--- config.mk ---
export PLATFORM = sky130hd
export DESIGN_NAME = bcd_display_scheduler
export DESIGN_NICKNAME = d
export VERILOG_FILES = /design/src/rtl/bcd_display_scheduler.sv
export SDC_FILE = /design/constraint.sdc
export NUM_CORES = 1
export LEC_CHECK = 0
export ABC_AREA = 1
export ABC_CLOCK_PERIOD_IN_PS = 1950
export BUFFER_PORTS_ARGS = -buffer_cell sky130_fd_sc_hd__buf_2
export CAP_MARGIN = 20
export CORE_MARGIN = 10
export CORE_UTILIZATION = 55
export DETAILED_ROUTE_END_ITERATION = 12
export PLACE_DENSITY = 0.85
export SYNTH_ARGS = -nofsm -noshare
export SYNTH_HDL_FRONTEND = slang
export SYNTH_SLANG_ARGS = --single-unit
--- constraint.sdc ---
create_clock -name clock -period 1.95 [get_ports clock]
set_clock_uncertainty 0.15 [all_clocks]
set_input_delay 0.4875 -clock clock [delete_from_list [all_inputs] [get_ports clock]]
set_output_delay 0.4875 -clock clock [all_outputs]
set_load 0.005 [all_outputs]
--- src/rtl/bcd_display_scheduler.sv ---
// rtl/bcd_display_scheduler.sv - two-channel shared shift-add-3 binary-to-BCD display scheduler
//
// Ports:
//   clock                      system clock, rising edge
//   reset                      asynchronous active-low reset
//   req[1:0]                   level request per channel, held until its grant pulses
//   bin0, bin1                 channel operands, captured on the granting edge
//   grant[1:0]                 one-cycle grant pulse for the captured channel
//   busy                       conversion in progress (SHIFT or STORE)
//   done                       one-cycle pulse when a channel's digits update
//   tens0/ones0, tens1/ones1   registered digit codes per channel
//   ovf0, ovf1                 last conversion for the channel was >= 100
module bcd_display_scheduler #(
  parameter int         WIDTH      = 7,
  parameter logic [3:0] DASH_CODE  = 4'b0101,
  parameter logic [3:0] BLANK_CODE = 4'b0100
) (
  input  logic             clock,
  input  logic             reset,
  input  logic [1:0]       req,
  input  logic [WIDTH-1:0] bin0,
  input  logic [WIDTH-1:0] bin1,
  output logic [1:0]       grant,
  output logic             busy,
  output logic             done,
  output logic [3:0]       tens0,
  output logic [3:0]       ones0,
  output logic [3:0]       tens1,
  output logic [3:0]       ones1,
  output logic             ovf0,
  output logic             ovf1
);

  localparam int CW = (WIDTH > 1) ? $clog2(WIDTH) : 1;

  // Operand values that carry display meaning instead of a number.
  localparam logic [WIDTH-1:0] DASH_OP  = '1;
  localparam logic [WIDTH-1:0] BLANK_OP = {{(WIDTH-1){1'b1}}, 1'b0};

  typedef enum logic [1:0] {IDLE, SHIFT, STORE} state_t;

  state_t           state, state_nx;
  logic [WIDTH-1:0] sr;        // operand being shifted out MSB first
  logic [WIDTH-1:0] op;        // untouched copy for special-code detection
  logic [3:0]       hun, ten, one;
  logic [3:0]       ten_a, one_a;
  logic [CW-1:0]    cnt;
  logic             ch;        // channel owning the current conversion
  logic             last;      // channel granted most recently
  logic             start;
  logic             pick;

  logic [3:0]       st_tens, st_ones;
  logic             st_ovf;

  always_ff @(posedge clock or negedge reset) begin
    if (!reset) state <= IDLE;
    else        state <= state_nx;
  end

  always_comb begin
    state_nx = state;
    start    = 1'b0;
    pick     = 1'b0;
    case (state)
      IDLE: begin
        if (req != 2'b00) begin
          start    = 1'b1;
          state_nx = SHIFT;
          // Contention goes to whoever did not win last time.
          if (req == 2'b11) pick = ~last;
          else              pick = req[1];
        end
      end
      SHIFT: begin
        if (cnt == '0) state_nx = STORE;
      end
      STORE: state_nx = IDLE;
      default: state_nx = IDLE;
    endcase
  end

  // Hundreds never reaches 5 for a 7-bit operand, so it needs no correction.
  assign ten_a = (ten >= 4'd5) ? ten + 4'd3 : ten;
  assign one_a = (one >= 4'd5) ? one + 4'd3 : one;

  always_comb begin
    st_tens = ten;
    st_ones = one;
    st_ovf  = (hun != 4'd0);
    if (op == DASH_OP) begin
      st_tens = DASH_CODE;
      st_ones = DASH_CODE;
      st_ovf  = 1'b0;
    end else if (op == BLANK_OP) begin
      st_tens = BLANK_CODE;
      st_ones = BLANK_CODE;
      st_ovf  = 1'b0;
    end
  end

  always_ff @(posedge clock or negedge reset) begin
    if (!reset) begin
      grant <= 2'b00;
      busy  <= 1'b0;
      done  <= 1'b0;
      tens0 <= BLANK_CODE;
      ones0 <= BLANK_CODE;
      tens1 <= BLANK_CODE;
      ones1 <= BLANK_CODE;
      ovf0  <= 1'b0;
      ovf1  <= 1'b0;
      last  <= 1'b1;             // so channel 0 wins the first contention
      ch    <= 1'b0;
      sr    <= '0;
      op    <= '0;
      hun   <= 4'd0;
      ten   <= 4'd0;
      one   <= 4'd0;
      cnt   <= '0;
    end else begin
      grant <= 2'b00;
      done  <= 1'b0;
      busy  <= (state_nx != IDLE);

      if (start) begin
        ch    <= pick;
        last  <= pick;
        grant <= pick ? 2'b10 : 2'b01;
        sr    <= pick ? bin1 : bin0;
        op    <= pick ? bin1 : bin0;
        hun   <= 4'd0;
        ten   <= 4'd0;
        one   <= 4'd0;
        cnt   <= CW'(WIDTH - 1);
      end

      if (state == SHIFT) begin
        hun <= {hun[2:0], ten_a[3]};
        ten <= {ten_a[2:0], one_a[3]};
        one <= {one_a[2:0], sr[WIDTH-1]};
        sr  <= {sr[WIDTH-2:0], 1'b0};
        cnt <= cnt - 1'b1;
      end

      if (state == STORE) begin
        done <= 1'b1;
        if (ch) begin
          tens1 <= st_tens;
          ones1 <= st_ones;
          ovf1  <= st_ovf;
        end else begin
          tens0 <= st_tens;
          ones0 <= st_ones;
          ovf0  <= st_ovf;
        end
      end
    end
  end

endmodule

# Word-level counts from Yosys, hierarchy flattened

Cells that the tools add are included.

Bits in registers: 55
Input port bits: 18
Logic and storage cells: 66

Reductions and logical operators: 8
Muxes and demuxes: 28
Add/subtract/negate cells: 3
Magnitude comparators: 2
Bitwise operators: 2
Equal/unequal tests: 5

Operators by type and width:

| cell                | count |
|---|---|
| $mux 4              | 10 |
| $mux 7              | 3 |
| $eq 7x7->1 const B  | 2 |
| $add 4x2->4 const B | 2 |
| $ge 4x3->1 const B  | 2 |
| $mux 1              | 8 |
| $mux 2              | 4 |
| $mux 3              | 2 |
| $reduce_bool 2->1   | 3 |
| $eq 2x2->1 const B  | 2 |
| $pmux 2 s2          | 1 |
| $reduce_and 2->1    | 2 |
| $reduce_bool 4->1   | 1 |
| $logic_not 3->1     | 1 |
| $sub 3x1->3 const B | 1 |
| $eq 2x1->1 const B  | 1 |
| $logic_not 2->1     | 1 |
| $not 1->1           | 2 |

# Depth between registers and ports, before layout

Word-level depth: 7
Mapped depth: 8

# Worst setup path before layout

Ideal clock, no wire load.

Path type: register to register
From: reg ten[1]
To: reg ten[1]
Setup time: 0.118 ns
Data required time: 1.682 ns
Path buffers: 0
Arrival: 1.135 ns
Slack: 0.547 ns
Stages on the path, launching flop included: 8
Clock period less this slack: 1.403 ns
Path through: dfrtp_1 inv_1 ha_1 inv_1 o21ai_0 nand3_1 nand3_1 nand2_1

Cells in the longest elaborated chain, start to end: 3

Ends and longest elaborated chain:

| item                   | RTL line | RTL |
|---|---|---|
| from (decl)            | 45       | `logic [3:0] hun, ten, one;` |
| from (signal assigned) | 140      | `ten <= {ten_a[2:0], one_a[3]};` |
| $ge 4x3->1             | 84       | `assign ten_a = (ten >= 4'd5) ? ten + 4'd3 : ten;` |
| $mux 4                 | 84       |  |
| $mux 4                 | 138      | `if (state == SHIFT) begin` |

No other way between the ends.
A chain may end at the register's enable or synchronous reset.

# Worst setup path in the final report

From: reg ten[0]
To: reg ten[1]

Cells in the longest elaborated chain, start to end: 3

Ends and longest elaborated chain:

| item                                      | RTL line |
|---|---|
| $add 4x2->4 or $ge 4x3->1 (tied branches) | 84 |
| $mux 4 *                                  | 84 |
| $mux 4 *                                  | 138 |

Every way passes the cells marked *; elsewhere a longest branch is shown, timed or not.

==> flow_summary_export.csv <==
group,metric,value,unit
outcome,status,"completed",
min_path,min_path_type,"in -> reg",
global_routing,grt_antenna_before_repair,0,
route,drt_wl_total,5.19,mm
setup_path,crit_type,"reg -> reg",
clocking,cts.repair.resized,0,
die,initial_core_util,57.2,%
clocking,cts_tree,"yes",
place,post_dp_cell_area,2770,µm²
setup_path,cp_common_cell,"nand2_1",
route,drt-initial-drc-count,167,
synth,yosysWarnings,0,
global_routing,grt-ovfl-total,0,
final_layout,final_nets,375,
power,ir_drop,0.681,mV
global_routing,grt_max_degree,39,
final_layout,fin_util,65.3,%
die,dieHeight,87.5,µm
route,wl_per_cell,12.8,µm
clocking,clkSinkCount,55,
clocking,numCtsBuffers,5,
sta,setup-tns-final,0,ps
route,drt_pass1_iterations,5,
setup_path,arrival,1710,ps
setup_path,cp_cell_sequence,"inv_1 -> ha_1 -> inv_1 -> o21ai_0 -> nand2_1 -> nand2_1 -> nand3_1 -> nand2_1",
setup_path,cp_max_fo,5,
synth,netlist_instances,306,
sta,worst_slew_pin_slew,423,ps
final_layout,syn_to_final_growth,14.3,%
setup_path,startpoint_type,"flip-flop",
clocking,cts.path.max_buffers,2,
power,power_leakage,0.00163,µW
route,drcViolationCount,0,
place,portBuffers,39,
synth,syn_area,2510,µm²
global_routing,gr-usage-all-layers,14.3,%
synth,ys_types,23,
sta,rsz0062_at_grt,"no",
place,gp_congestion,0.853,
route,ant_nets,0,
route,routed_via_density,5.16,
flow_run,maxCapViolations,0,
global_routing,grt_pass1_wl,9.03,mm
synth,ys_seq_elements,55,
synth,ys_seq_area_share,55.2,%
min_path,worstHoldPathCells,3,
setup_path,cp.depth,8,
synth,synth_nets,330,
final_layout,finalInstanceArea,2860,µm²
sta,period_minus_slack,1610,ps
place,dp_hpwl,3.87,mm
die,row_count,24,
clocking,cts_max_level,2,
die,num_io_pins,40,
power,power_density,1490,nW/µm²
final_layout,drive_gt1_share,18.5,%
sta,fmax,619,MHz
final_layout,antenna_cells,0,
setup_path,cp.required,2040,ps
sta,hold_viol,0,
setup_path,end_kind,"flip-flop",
clocking,insertion_delay,300,ps
sta,fin_crit_sh,82.8,%
sta,slew_viol_final,0,
setup_path,crit_path_max_incr_delay,440,ps
die,coreArea,4380,µm²
setup_path,crit_path_top_delay_cell,"dfrtp_1",
setup_path,ff2ff_path_depth,8,
global_routing,grt_pass1_vias,1992,
clocking,clk_pin_slew,100,ps
clocking,clockRootBuffer,"clkbuf_8",
die,fp.dieW,87.5,µm
sta,slew_headroom,71.8,%
setup_path,crit_family,"flip-flops",
route,vias,2083,
sta,setup_viol,0,
die,die-area,7660,µm²
synth,synth.avg_cell_area,8.19,µm²
setup_path,cp_num_buf_inv,2,
[sequential cells by signal, summed over array words and instances (netlist names), 3 cells and up]
register  count
cnt           3
ones1         4
hun           4
sr            7
tens0         4
ten           4
ones0         4
op            7
one           4
tens1         4
[worst paths after layout]
| kind | slack (ps) | startpoint | to |
|---|---|---|---|
| min reg2reg | 320 | tens0[2] | tens0[2] |
| max in group asynchronous | 570 | reset | tens1[2] |
| min | 260 | bin0[0] | sr[0] |
| max | 340 | ten[0] | ten[1] |
| max reg2reg | 340 | ten[0] | ten[1] |
| min in group asynchronous | 490 | reset | ch |
[metal layers]
metal | GRT usage, % | up-vias | share of wire [%]
li1 | - | 1043 | -
met2 | 23.1 | 55 | 47
met3 | 3.56 | 8 | 7.1
met1 | 18.0 | 977 | 44
met5 | 0 | - | 0
met4 | 5.36 | 0 | 1.7
[worst min-delay path, delay by kind of cell]
kind / cells / cell delay (ps)
buf+inv: 1 / 70
simple gates: 2 / 130
[power by group]
part	switching, µW	internal (µW)
logic	1060	644
clock network	357	252
registers	307	1640
total	1730	2540
[cell type report]
| cell class | count | area, µm² |
|---|---|---|
| clock inverter | 2 | 12.5 |
| tap | 52 | 65.1 |
| timing repair buffer | 43 | 240 |
| sequential | 55 | 1380 |
| inverter | 41 | 154 |
| fill | 363 | 1520 |
| multi-input combinational | 205 | 937 |
| clock buffer | 6 | 72.6 |
[cells in the mapped netlist]
master    number  area (µm²)
nand4_1       12        75.1
clkinv_1       1        3.75
clkbuf_1       1        3.75
nand3_2        1        10.0
dfrtp_1       50        1250
buf_4          1        7.51
nand3_1       10        50.1
o22ai_1        5        31.3
inv_2          4        15.0
dfstp_2        5         131
nor3_2         1        10.0
a22oi_1        2        15.0
o21ai_0       17        85.1
nand2_2        4        25.0
ha_1           6        75.1
nor2_1         9        33.8
a21oi_1        2        10.0
inv_1         36         135
buf_2          2        10.0
o211ai_1       1        7.51
nand2_1      134         503
nor2_2         1        6.26
buf_6          1        11.3
[repair_timing]
action,CTS,global route
hold endpoints to repair,16,0
setup buffers,0,0
hold buffers,1,0
endpoints found under the setup margin,0,0
[cells by family (layout without fill, tap and decap cells)]
group           after synthesis  count (layout)  synth area share (%)
buf+inv                      46              92                  7.44
flops                        55              55                  55.2
compound gates               27              27                  5.94
simple gates                172             172                  28.5
fa+ha+maj                     6               6                  3.00
[cell usage in the layout, fill, tap and decap left out, types with 4 or more instances in the layout]
cell and n:
nand2_2 4, nor2_1 9, inv_2 4, dfrtp_1 50, nand4_1 12, nand3_1 10
o22ai_1 5, o21ai_0 17, dfstp_2 5, nand2_1 134, inv_1 36, ha_1 6
buf_2 39, clkbuf_8 5
[per-stage QoR]
| stage | cells | setup WS, ps | hold slack [ps] | total power (µW) |
|---|---|---|---|---|
| after floorplan | 306 | 547 | 41.9 | 3150 |
| after global placement | 395 | 403 | 292 | 3570 |
| after detailed placement | 395 | 363 | 297 | 3680 |
| after CTS | 404 | 333 | 258 | 4300 |
| after global routing | 404 | 181 | 258 | 4700 |
| final | 404 | 335 | 261 | 4270 |
(Power assumes the default switching activity.)
